==> src/rtl/clken_synth_pkg.sv <==
// Shared FSM encoding, defaults and settle-counter sizing for clken_synth.
// Constants only; no latency or backpressure.
package clken_synth_pkg;

   typedef enum logic [1:0] {
      ST_STDBY  = 2'd0,
      ST_SETTLE = 2'd1,
      ST_LOCKED = 2'd2
   } state_t;

   localparam int NCH_DEF      = 2;
   localparam int ACC_W_DEF    = 16;
   localparam int LOCK_CYC_DEF = 64;
   localparam int INC_DEF_DEF  = 43691;

   // Counter must hold 0..LOCK_CYC
   function automatic int settle_cnt_w(input int lock_cyc);
      return $clog2(lock_cyc + 1);
   endfunction

   localparam int SETTLE_CNT_W_DEF = settle_cnt_w(LOCK_CYC_DEF);

endpackage

==> src/rtl/clken_synth_acc.sv <==
// One synthesiser channel: phase accumulator with carry-driven clken and MSB clkout.
// clken/clkout registered one cycle after the add; no backpressure.
module clken_acc
   import clken_synth_pkg::*;
#(
   parameter int ACC_W   = ACC_W_DEF,
   parameter int INC_DEF = INC_DEF_DEF
) (
   input  logic             clk,
   input  logic             rst_n,
   input  logic             wr,
   input  logic [ACC_W-1:0] wr_inc,
   input  logic [ACC_W-1:0] wr_ph,
   input  logic             load,
   input  logic             run,
   input  logic             out_en,
   output logic             clken,
   output logic             clkout
);

   logic [ACC_W-1:0] inc_q;
   logic [ACC_W-1:0] ph_q;
   logic [ACC_W-1:0] acc_q;
   logic [ACC_W-1:0] ph_eff;
   logic [ACC_W-1:0] acc_nxt;
   logic [ACC_W:0]   sum;
   logic             carry;

   always_comb begin
      // A write coinciding with a reload must seed the accumulator with the new phase
      ph_eff  = wr ? wr_ph : ph_q;
      sum     = {1'b0, acc_q} + {1'b0, inc_q};
      acc_nxt = acc_q;
      carry   = 1'b0;
      if (load) begin
         acc_nxt = ph_eff;
      end else if (run) begin
         acc_nxt = sum[ACC_W-1:0];
         carry   = sum[ACC_W];
      end
   end

   always_ff @(posedge clk or negedge rst_n) begin
      if (!rst_n) begin
         inc_q  <= ACC_W'(INC_DEF);
         ph_q   <= '0;
         acc_q  <= '0;
         clken  <= 1'b0;
         clkout <= 1'b0;
      end else begin
         if (wr) begin
            inc_q <= wr_inc;
            ph_q  <= wr_ph;
         end
         acc_q  <= acc_nxt;
         clken  <= out_en & carry;
         clkout <= out_en & acc_nxt[ACC_W-1];
      end
   end

endmodule

==> src/rtl/clken_synth.sv <==
// Multi-channel clock-enable synthesiser with standby/settle/lock sequencing.
// Outputs registered; extlock follows LOCK_CYC settle cycles; no backpressure.
module clken_synth
   import clken_synth_pkg::*;
#(
   parameter int NCH      = NCH_DEF,
   parameter int ACC_W    = ACC_W_DEF,
   parameter int LOCK_CYC = LOCK_CYC_DEF,
   parameter int INC_DEF  = INC_DEF_DEF
) (
   input  logic             clk,
   input  logic             rst_n,
   input  logic             stdby,
   input  logic             restart,
   input  logic             cfg_we,
   input  logic [1:0]       cfg_ch,
   input  logic [ACC_W-1:0] cfg_inc,
   input  logic [ACC_W-1:0] cfg_ph,
   output logic [NCH-1:0]   clken,
   output logic [NCH-1:0]   clkout,
   output logic             extlock
);

   localparam int CNT_W = settle_cnt_w(LOCK_CYC);

   state_t           state_q;
   state_t           state_nxt;
   logic [CNT_W-1:0] cnt_q;
   logic [CNT_W-1:0] cnt_nxt;
   logic             cfg_hit;
   logic             load;
   logic             run;
   logic             out_en;

   assign cfg_hit = cfg_we && (32'(cfg_ch) < NCH);

   always_comb begin
      state_nxt = state_q;
      cnt_nxt   = cnt_q;
      load      = 1'b0;
      if (stdby) begin
         state_nxt = ST_STDBY;
      end else if (state_q == ST_STDBY || restart || cfg_hit) begin
         // Standby release, restart and live reconfiguration share one SETTLE entry
         state_nxt = ST_SETTLE;
         cnt_nxt   = '0;
         load      = 1'b1;
      end else if (state_q == ST_SETTLE) begin
         if (cnt_q == CNT_W'(LOCK_CYC - 1)) begin
            state_nxt = ST_LOCKED;
         end
         cnt_nxt = cnt_q + CNT_W'(1);
      end
   end

   assign run    = (state_q != ST_STDBY);
   assign out_en = (state_nxt == ST_LOCKED);

   always_ff @(posedge clk or negedge rst_n) begin
      if (!rst_n) begin
         state_q <= ST_SETTLE;
         cnt_q   <= '0;
         extlock <= 1'b0;
      end else begin
         state_q <= state_nxt;
         cnt_q   <= cnt_nxt;
         extlock <= out_en;
      end
   end

   for (genvar i = 0; i < NCH; i++) begin : g_ch
      clken_acc #(
         .ACC_W   (ACC_W),
         .INC_DEF (INC_DEF)
      ) u_acc (
         .clk    (clk),
         .rst_n  (rst_n),
         .wr     (cfg_we && (32'(cfg_ch) == i)),
         .wr_inc (cfg_inc),
         .wr_ph  (cfg_ph),
         .load   (load),
         .run    (run),
         .out_en (out_en),
         .clken  (clken[i]),
         .clkout (clkout[i])
      );
   end

endmodule

==> config.mk <==
export PLATFORM = sky130hd
export DESIGN_NAME = clken_synth
export DESIGN_NICKNAME = d
export VERILOG_FILES = /design/src/rtl/clken_synth_pkg.sv /design/src/rtl/clken_synth_acc.sv /design/src/rtl/clken_synth.sv
export SDC_FILE = /design/constraint.sdc
export NUM_CORES = 1
export LEC_CHECK = 0
export CORE_ASPECT_RATIO = 1.25
export CORE_UTILIZATION = 53
export DETAILED_ROUTE_END_ITERATION = 7
export GPL_TIMING_DRIVEN = 0
export PLACE_DENSITY = 0.76
export SETUP_SLACK_MARGIN = 0.02
export SLEW_MARGIN = 20
export SYNTH_ARGS = -nofsm -noshare
export SYNTH_HDL_FRONTEND = slang
export SYNTH_SLANG_ARGS = --single-unit
==> constraint.sdc <==
create_clock -name clk -period 2.2 [get_ports clk]
set_input_delay 0.44 -clock clk [delete_from_list [all_inputs] [get_ports clk]]
set_output_delay 0.44 -clock clk [all_outputs]
set_load 0.005 [all_outputs]
Word level (Yosys, flattened, before mapping)
Index checks and enable logic that the tools add are counted.
- add/sub/neg operators: 3
- magnitude comparators: 1
- eq/ne operators: 4
- mux-type cells: 18
- bitwise operators: 5
- reduce and logical (&&, ||, !) cells: 11
- operators with widths (kind ; number):
    16-bit 2-to-1 mux ; 6
    16-bit by 16-bit adder with 17-bit output ; 2
    7-bit 2-to-1 mux ; 2
    2-bit 2-to-1 mux ; 4
    7-bit by 1-bit adder with 7-bit output, second input constant ; 1
    7-bit by 6-bit equality test with 1-bit output, second input constant ; 1
    1-bit 2-to-1 mux ; 6
    2-bit nonzero test ; 3
    1-bit bitwise AND ; 4
    2-bit by 1-bit equality test with 1-bit output, second input constant ; 2
    2-bit logical NOT ; 2
    1-bit logical AND ; 3
    2-bit equality test, second input constant ; 1
    1-bit logical OR ; 2
    2-bit less-than comparator, second input constant ; 1
    2-bit AND reduction ; 1
    1-bit inverter ; 1
- bits in registers: 110
- logic and storage cells: 57

Depth between registers and ports, before layout
- word-level depth: 7
- gate-level depth with buffers: 9

Modules after synthesis
A second synthesis with hierarchy kept.
- cells, all modules: 571
- area total of the unflattened synthesis: 6252.2 µm²
- modules (own cells, without submodules) (module ; times used ; cells an instance ; area an instance (µm²)):
    clken_acc ; 2 ; 259 ; 2859.0
    clken_synth ; 1 ; 53 ; 534.3

Worst setup path after synthesis
OpenSTA, ideal clock, no wires.
- path type: reg2reg
- from: reg g_ch[0].u_acc.inc_q[0]
- to: reg g_ch[0].u_acc.acc_q[14]
- library setup time: 138 ps
- data arrival time: 2145 ps
- required time: 2062 ps
- setup slack: -84 ps
- cell stages (with the launch flop): 10
- buffers on the path: 0
- period minus slack after synthesis: 2284 ps
- cell sequence: dfstp_2 ha_1 inv_1 fa_1 nand2b_1 a2111oi_2 o21ai_1 o2111ai_1 xnor2_1 o211ai_1
- word-level cells in the longest chain between the ends: 3
- RTL lines (what ; line ; RTL):
    start, declared ; clken_synth_acc.sv:21 ; logic [ACC_W-1:0] inc_q;
    start signal, assigned ; clken_synth_acc.sv:45 ; inc_q <= ACC_W'(INC_DEF);
    start signal, assigned ; clken_synth_acc.sv:52 ; inc_q <= wr_inc;
    16-bit by 16-bit adder with 17-bit output ; clken_synth_acc.sv:32 ; sum = {1'b0, acc_q} + {1'b0, inc_q};
    16-bit 2-to-1 mux ; clken_synth_acc.sv:37 ; end else if (run) begin
    16-bit 2-to-1 mux ; clken_synth_acc.sv:35 ; if (load) begin
    end signal, assigned ; clken_synth_acc.sv:55 ; acc_q <= acc_nxt;
    end, declared ; clken_synth_acc.sv:23 ; logic [ACC_W-1:0] acc_q;
Every way passes these cells. The select of a mux whose other input is x is not followed.
A chain may end at the register's enable or synchronous reset.

Final worst setup path
- from: reg g_ch[0].u_acc.inc_q[0]
- to: reg g_ch[0].u_acc.acc_q[12]
Same word-level chain as after synthesis.

==> reports/metrics.json <==
{
  "routing": {
    "drt_iter0_markers": 210,
    "first_pass_iters": 6,
    "avgViaCountPerCell": 6.191,
    "drt_wl_total_um": 15010,
    "post-route-drc-count": 0,
    "met3_wirelength_um": 704,
    "met1Wirelength_um": 6106,
    "routed_wire_length_per_instance_um": 20.29,
    "postRouteAntennaNets": 0,
    "via_count": 4581,
    "routed.top_layer": "met4",
    "route.met2.wl_um": 7805
  },
  "finish": {
    "syn2layout_area_growth_pct": 20.22,
    "stdcell_area_um2": 7096,
    "final_layout_size_suffix_gt1_share_pct": 25.82,
    "final-instance-count-excl-fill": 740,
    "diodes_inserted": 0,
    "layout.nets": 677
  },
  "placement": {
    "io_buffers": 42,
    "place.detailed.hpwl_um": 10400,
    "dpl.cell_count": 713,
    "placement.cell_area_um2": 6536,
    "gp_routability_congestion": 0.8762,
    "pre_cts_slack_ps": -559.1
  },
  "sta": {
    "report.final.setup_viol": 7,
    "drv_slew": 0,
    "rsz0062_at_grt": "true",
    "timing_hold_violations_final": 0,
    "worst-slew-pin-transition_ps": 655.4,
    "post-route-period-util_pct": 107.2,
    "slew-limit-headroom_pct": 56.31,
    "fmax_ghz": 0.4239,
    "finClkSkew_ps": 3.364,
    "layout_min_cycle_time_ps": 2359,
    "finalWorstSetupSlack_ps": -159.1
  },
  "worst_setup_path": {
    "worst_setup_path_end_kind": "flop",
    "timing.critical_path.required_ps": 2420,
    "critical_path_buffers_and_inverters": 1,
    "worstSetupPathType": "reg2reg",
    "worst_path_largest_cell_delay_ps": 560,
    "critical_path.slowest_cell": "sky130_fd_sc_hd__dfstp_2",
    "chain_of_cells_forming_the_critical_path": "ha_4 > inv_2 > fa_2 > nand2b_4 > a2111oi_4 > nor2_1 > o21ai_1 > xnor2_1 > o211ai_1",
    "crit_family": "compound AO/OA/AOI/OAI gates",
    "critPathLaunchType": "flop",
    "crit_fanout": 3,
    "worstPathArrival_ps": 2580
  },
  "grt": {
    "grt_start_max_net_pins": 77,
    "grt_antenna_before_repair": 0,
    "first_global_vias": 4681,
    "grt_usage_pct": 27.43,
    "grt.overflow.total": 0,
    "grt_first_pass_wirelength_um": 23350
  },
  "floorplanning": {
    "die-height_um": 120.0,
    "io-pin-count": 44,
    "dieWidth_um": 96.39,
    "floorplan.core_area_um2": 10720,
    "std_cell_rows": 42,
    "floorplan.initialDensity_pct": 55.05,
    "design.die.area_um2": 11560
  },
  "clock_tree": {
    "clock_path_buffers": 2,
    "root_buffer": "sky130_fd_sc_hd__clkbuf_16",
    "clk_pin_slew_ps": 70,
    "cts_made_buffers": 9,
    "cts.htree.levels": 3,
    "cts.sink_count": 110,
    "worst_skew_pair.late_latency_ps": 350,
    "tritoncts": "yes"
  },
  "synth": {
    "synth_edf_count": 0,
    "synth_top_cell_by_area": "sky130_fd_sc_hd__dfrtp_1",
    "postSynthCellCount": 538,
    "dominantRegCellSynth": "sky130_fd_sc_hd__dfrtp_1",
    "synth_area_um2": 5902,
    "async_reset_ff_share_pct": 100.0,
    "ys_top_cells_by_area": "sky130_fd_sc_hd__dfrtp_1 (39%), sky130_fd_sc_hd__mux2_2 (9.5%), sky130_fd_sc_hd__dfstp_2 (8.5%), sky130_fd_sc_hd__ha_1 (7.0%), sky130_fd_sc_hd__nand2_1 (4.4%)",
    "synth_largest_type_area_fraction_pct": 38.58,
    "synth_common_cells": "sky130_fd_sc_hd__dfrtp_1 (91), sky130_fd_sc_hd__nand2_1 (69), sky130_fd_sc_hd__mux2_2 (50)",
    "synth.yosys.seq_area_share_pct": 47.04,
    "synth_area_per_cell_um2": 10.97,
    "postSynthRegisterBits": 110,
    "synthesis.nets": 612,
    "synth-warning-count": 0,
    "synthMostInstantiatedCell": "sky130_fd_sc_hd__dfrtp_1",
    "netlist-cell-type-count": 56
  },
  "power": {
    "static-leakage-power_uw": 0.003046,
    "p_total_uw": 8402,
    "worst_case_vdd_ir_drop_uv": 581.3,
    "power.density_nw_per_um2": 1184
  },
  "outcome": {
    "outcome": "complete, but fails checks",
    "violations": "setup timing"
  },
  "job": {
    "maxCapViolations": 0
  },
  "hold_path": {
    "min_path_type": "reg2reg"
  }
}
-- worst paths after layout --
path	start	endpoint	slack, ps	cells after the start
setup / recovery	g_ch[0].u_acc.inc_q[0]$_DFFE_PN1P_	g_ch[0].u_acc.acc_q[12]$_DFFE_PN0P_	-160	9
hold / removal	g_ch[1].u_acc.ph_q[11]$_DFF_PN0_	g_ch[1].u_acc.ph_q[11]$_DFF_PN0_	500	1
setup reg to reg	g_ch[0].u_acc.inc_q[0]$_DFFE_PN1P_	g_ch[0].u_acc.acc_q[12]$_DFFE_PN0P_	-160	9
hold reg to reg	g_ch[1].u_acc.ph_q[11]$_DFF_PN0_	g_ch[1].u_acc.ph_q[11]$_DFF_PN0_	500	1
max in group asynchronous	rst_n	g_ch[0].u_acc.inc_q[1]$_DFFE_PN1P_	920	3
min in group asynchronous	rst_n	cnt_q[4]$_DFFE_PN0P_	550	2
-- routing by layer --
layer	vias to the layer above	GRT usage [%]
met5	-	0
met4	0	12.04
met3	31	4.880
met2	143	46.85
met1	2317	33.35
li1	2090	-
-- layout make-up --
class / instances / area [um2]
Buffer: 23 / 135.1
Clock buffer: 13 / 270.3
Clock inverter: 3 / 17.52
Fill cell: 813 / 3625
Inverter: 13 / 48.80
Multi-Input combinational cell: 392 / 3148
Sequential cell: 110 / 2776
Tap cell: 132 / 165.2
Timing Repair Buffer: 54 / 534.3
-- logic make-up after synthesis --
group / synth area share, %
AOI/OAI and AO/OA: 16.18
xor gates and xnor gates: 2.968
adders and majority gates: 7.674
buffers and inverters: 2.820
DFF: 47.04
muxes: 12.72
and+or+nand+nor: 10.60
-- cell usage in the layout (no fill, tap or decap), types with 6 or more instances in the layout --
cell type                         instances
sky130_fd_sc_hd__mux2_1                  14
sky130_fd_sc_hd__nand3_1                  7
sky130_fd_sc_hd__mux2_2                  50
sky130_fd_sc_hd__o21ai_2                  8
sky130_fd_sc_hd__a21o_1                   6
sky130_fd_sc_hd__dfstp_2                 19
sky130_fd_sc_hd__o21a_1                   8
sky130_fd_sc_hd__o21ai_1                  8
sky130_fd_sc_hd__nor3_1                  12
sky130_fd_sc_hd__clkdlybuf4s50_1         41
sky130_fd_sc_hd__a22oi_1                  7
sky130_fd_sc_hd__xnor2_1                  8
sky130_fd_sc_hd__ha_1                    28
sky130_fd_sc_hd__inv_1                   11
sky130_fd_sc_hd__buf_4                   19
sky130_fd_sc_hd__clkbuf_16                9
sky130_fd_sc_hd__o21ai_0                 10
sky130_fd_sc_hd__a221o_1                  8
sky130_fd_sc_hd__dfrtp_1                 91
sky130_fd_sc_hd__nand2_1                 67
sky130_fd_sc_hd__a21oi_1                 16
sky130_fd_sc_hd__o211ai_1                17
sky130_fd_sc_hd__nor2_1                  25
sky130_fd_sc_hd__xor2_1                  12
-- where the power goes --
group	switching, uW	total, uW	leakage (uW)	internal [uW]
sequential	308	2860	0.00132	2560
combinational	2190	3970	0.00159	1780
clock	709	1570	0.000142	858
total	3210	8400	0.00305	5190
-- registers in the layout (all words and copies together) (netlist names) --
register           flops
g_ch.u_acc.acc_q      32
cnt_q                  7
state_q                2
g_ch.u_acc.clkout      2
g_ch.u_acc.inc_q      32
g_ch.u_acc.ph_q       32
g_ch.u_acc.clken       2
extlock                1
-- per-stage QoR --
stage / hold slack, ps / setup TNS, ps / util, %
after CTS: 470.2 / -934.0 / 64.97
after floorplan: 144.4 / 0 / -
after global routing: 504.3 / -982.8 / 66.19
after detailed placement: 351.1 / -25110 / 60.97
after global placement: 462.7 / -363780 / 60.70
final: 496.1 / -534.0 / 66.19
-- repair_timing --
item,4_1_cts,5_1_grt
hold buffers,1,0
resized for setup,23,30
endpoints found under the setup margin,41,30
setup buffers,8,5
hold endpoints to repair,27,0
pin swaps,15,18
(Power assumes the default switching activity.)
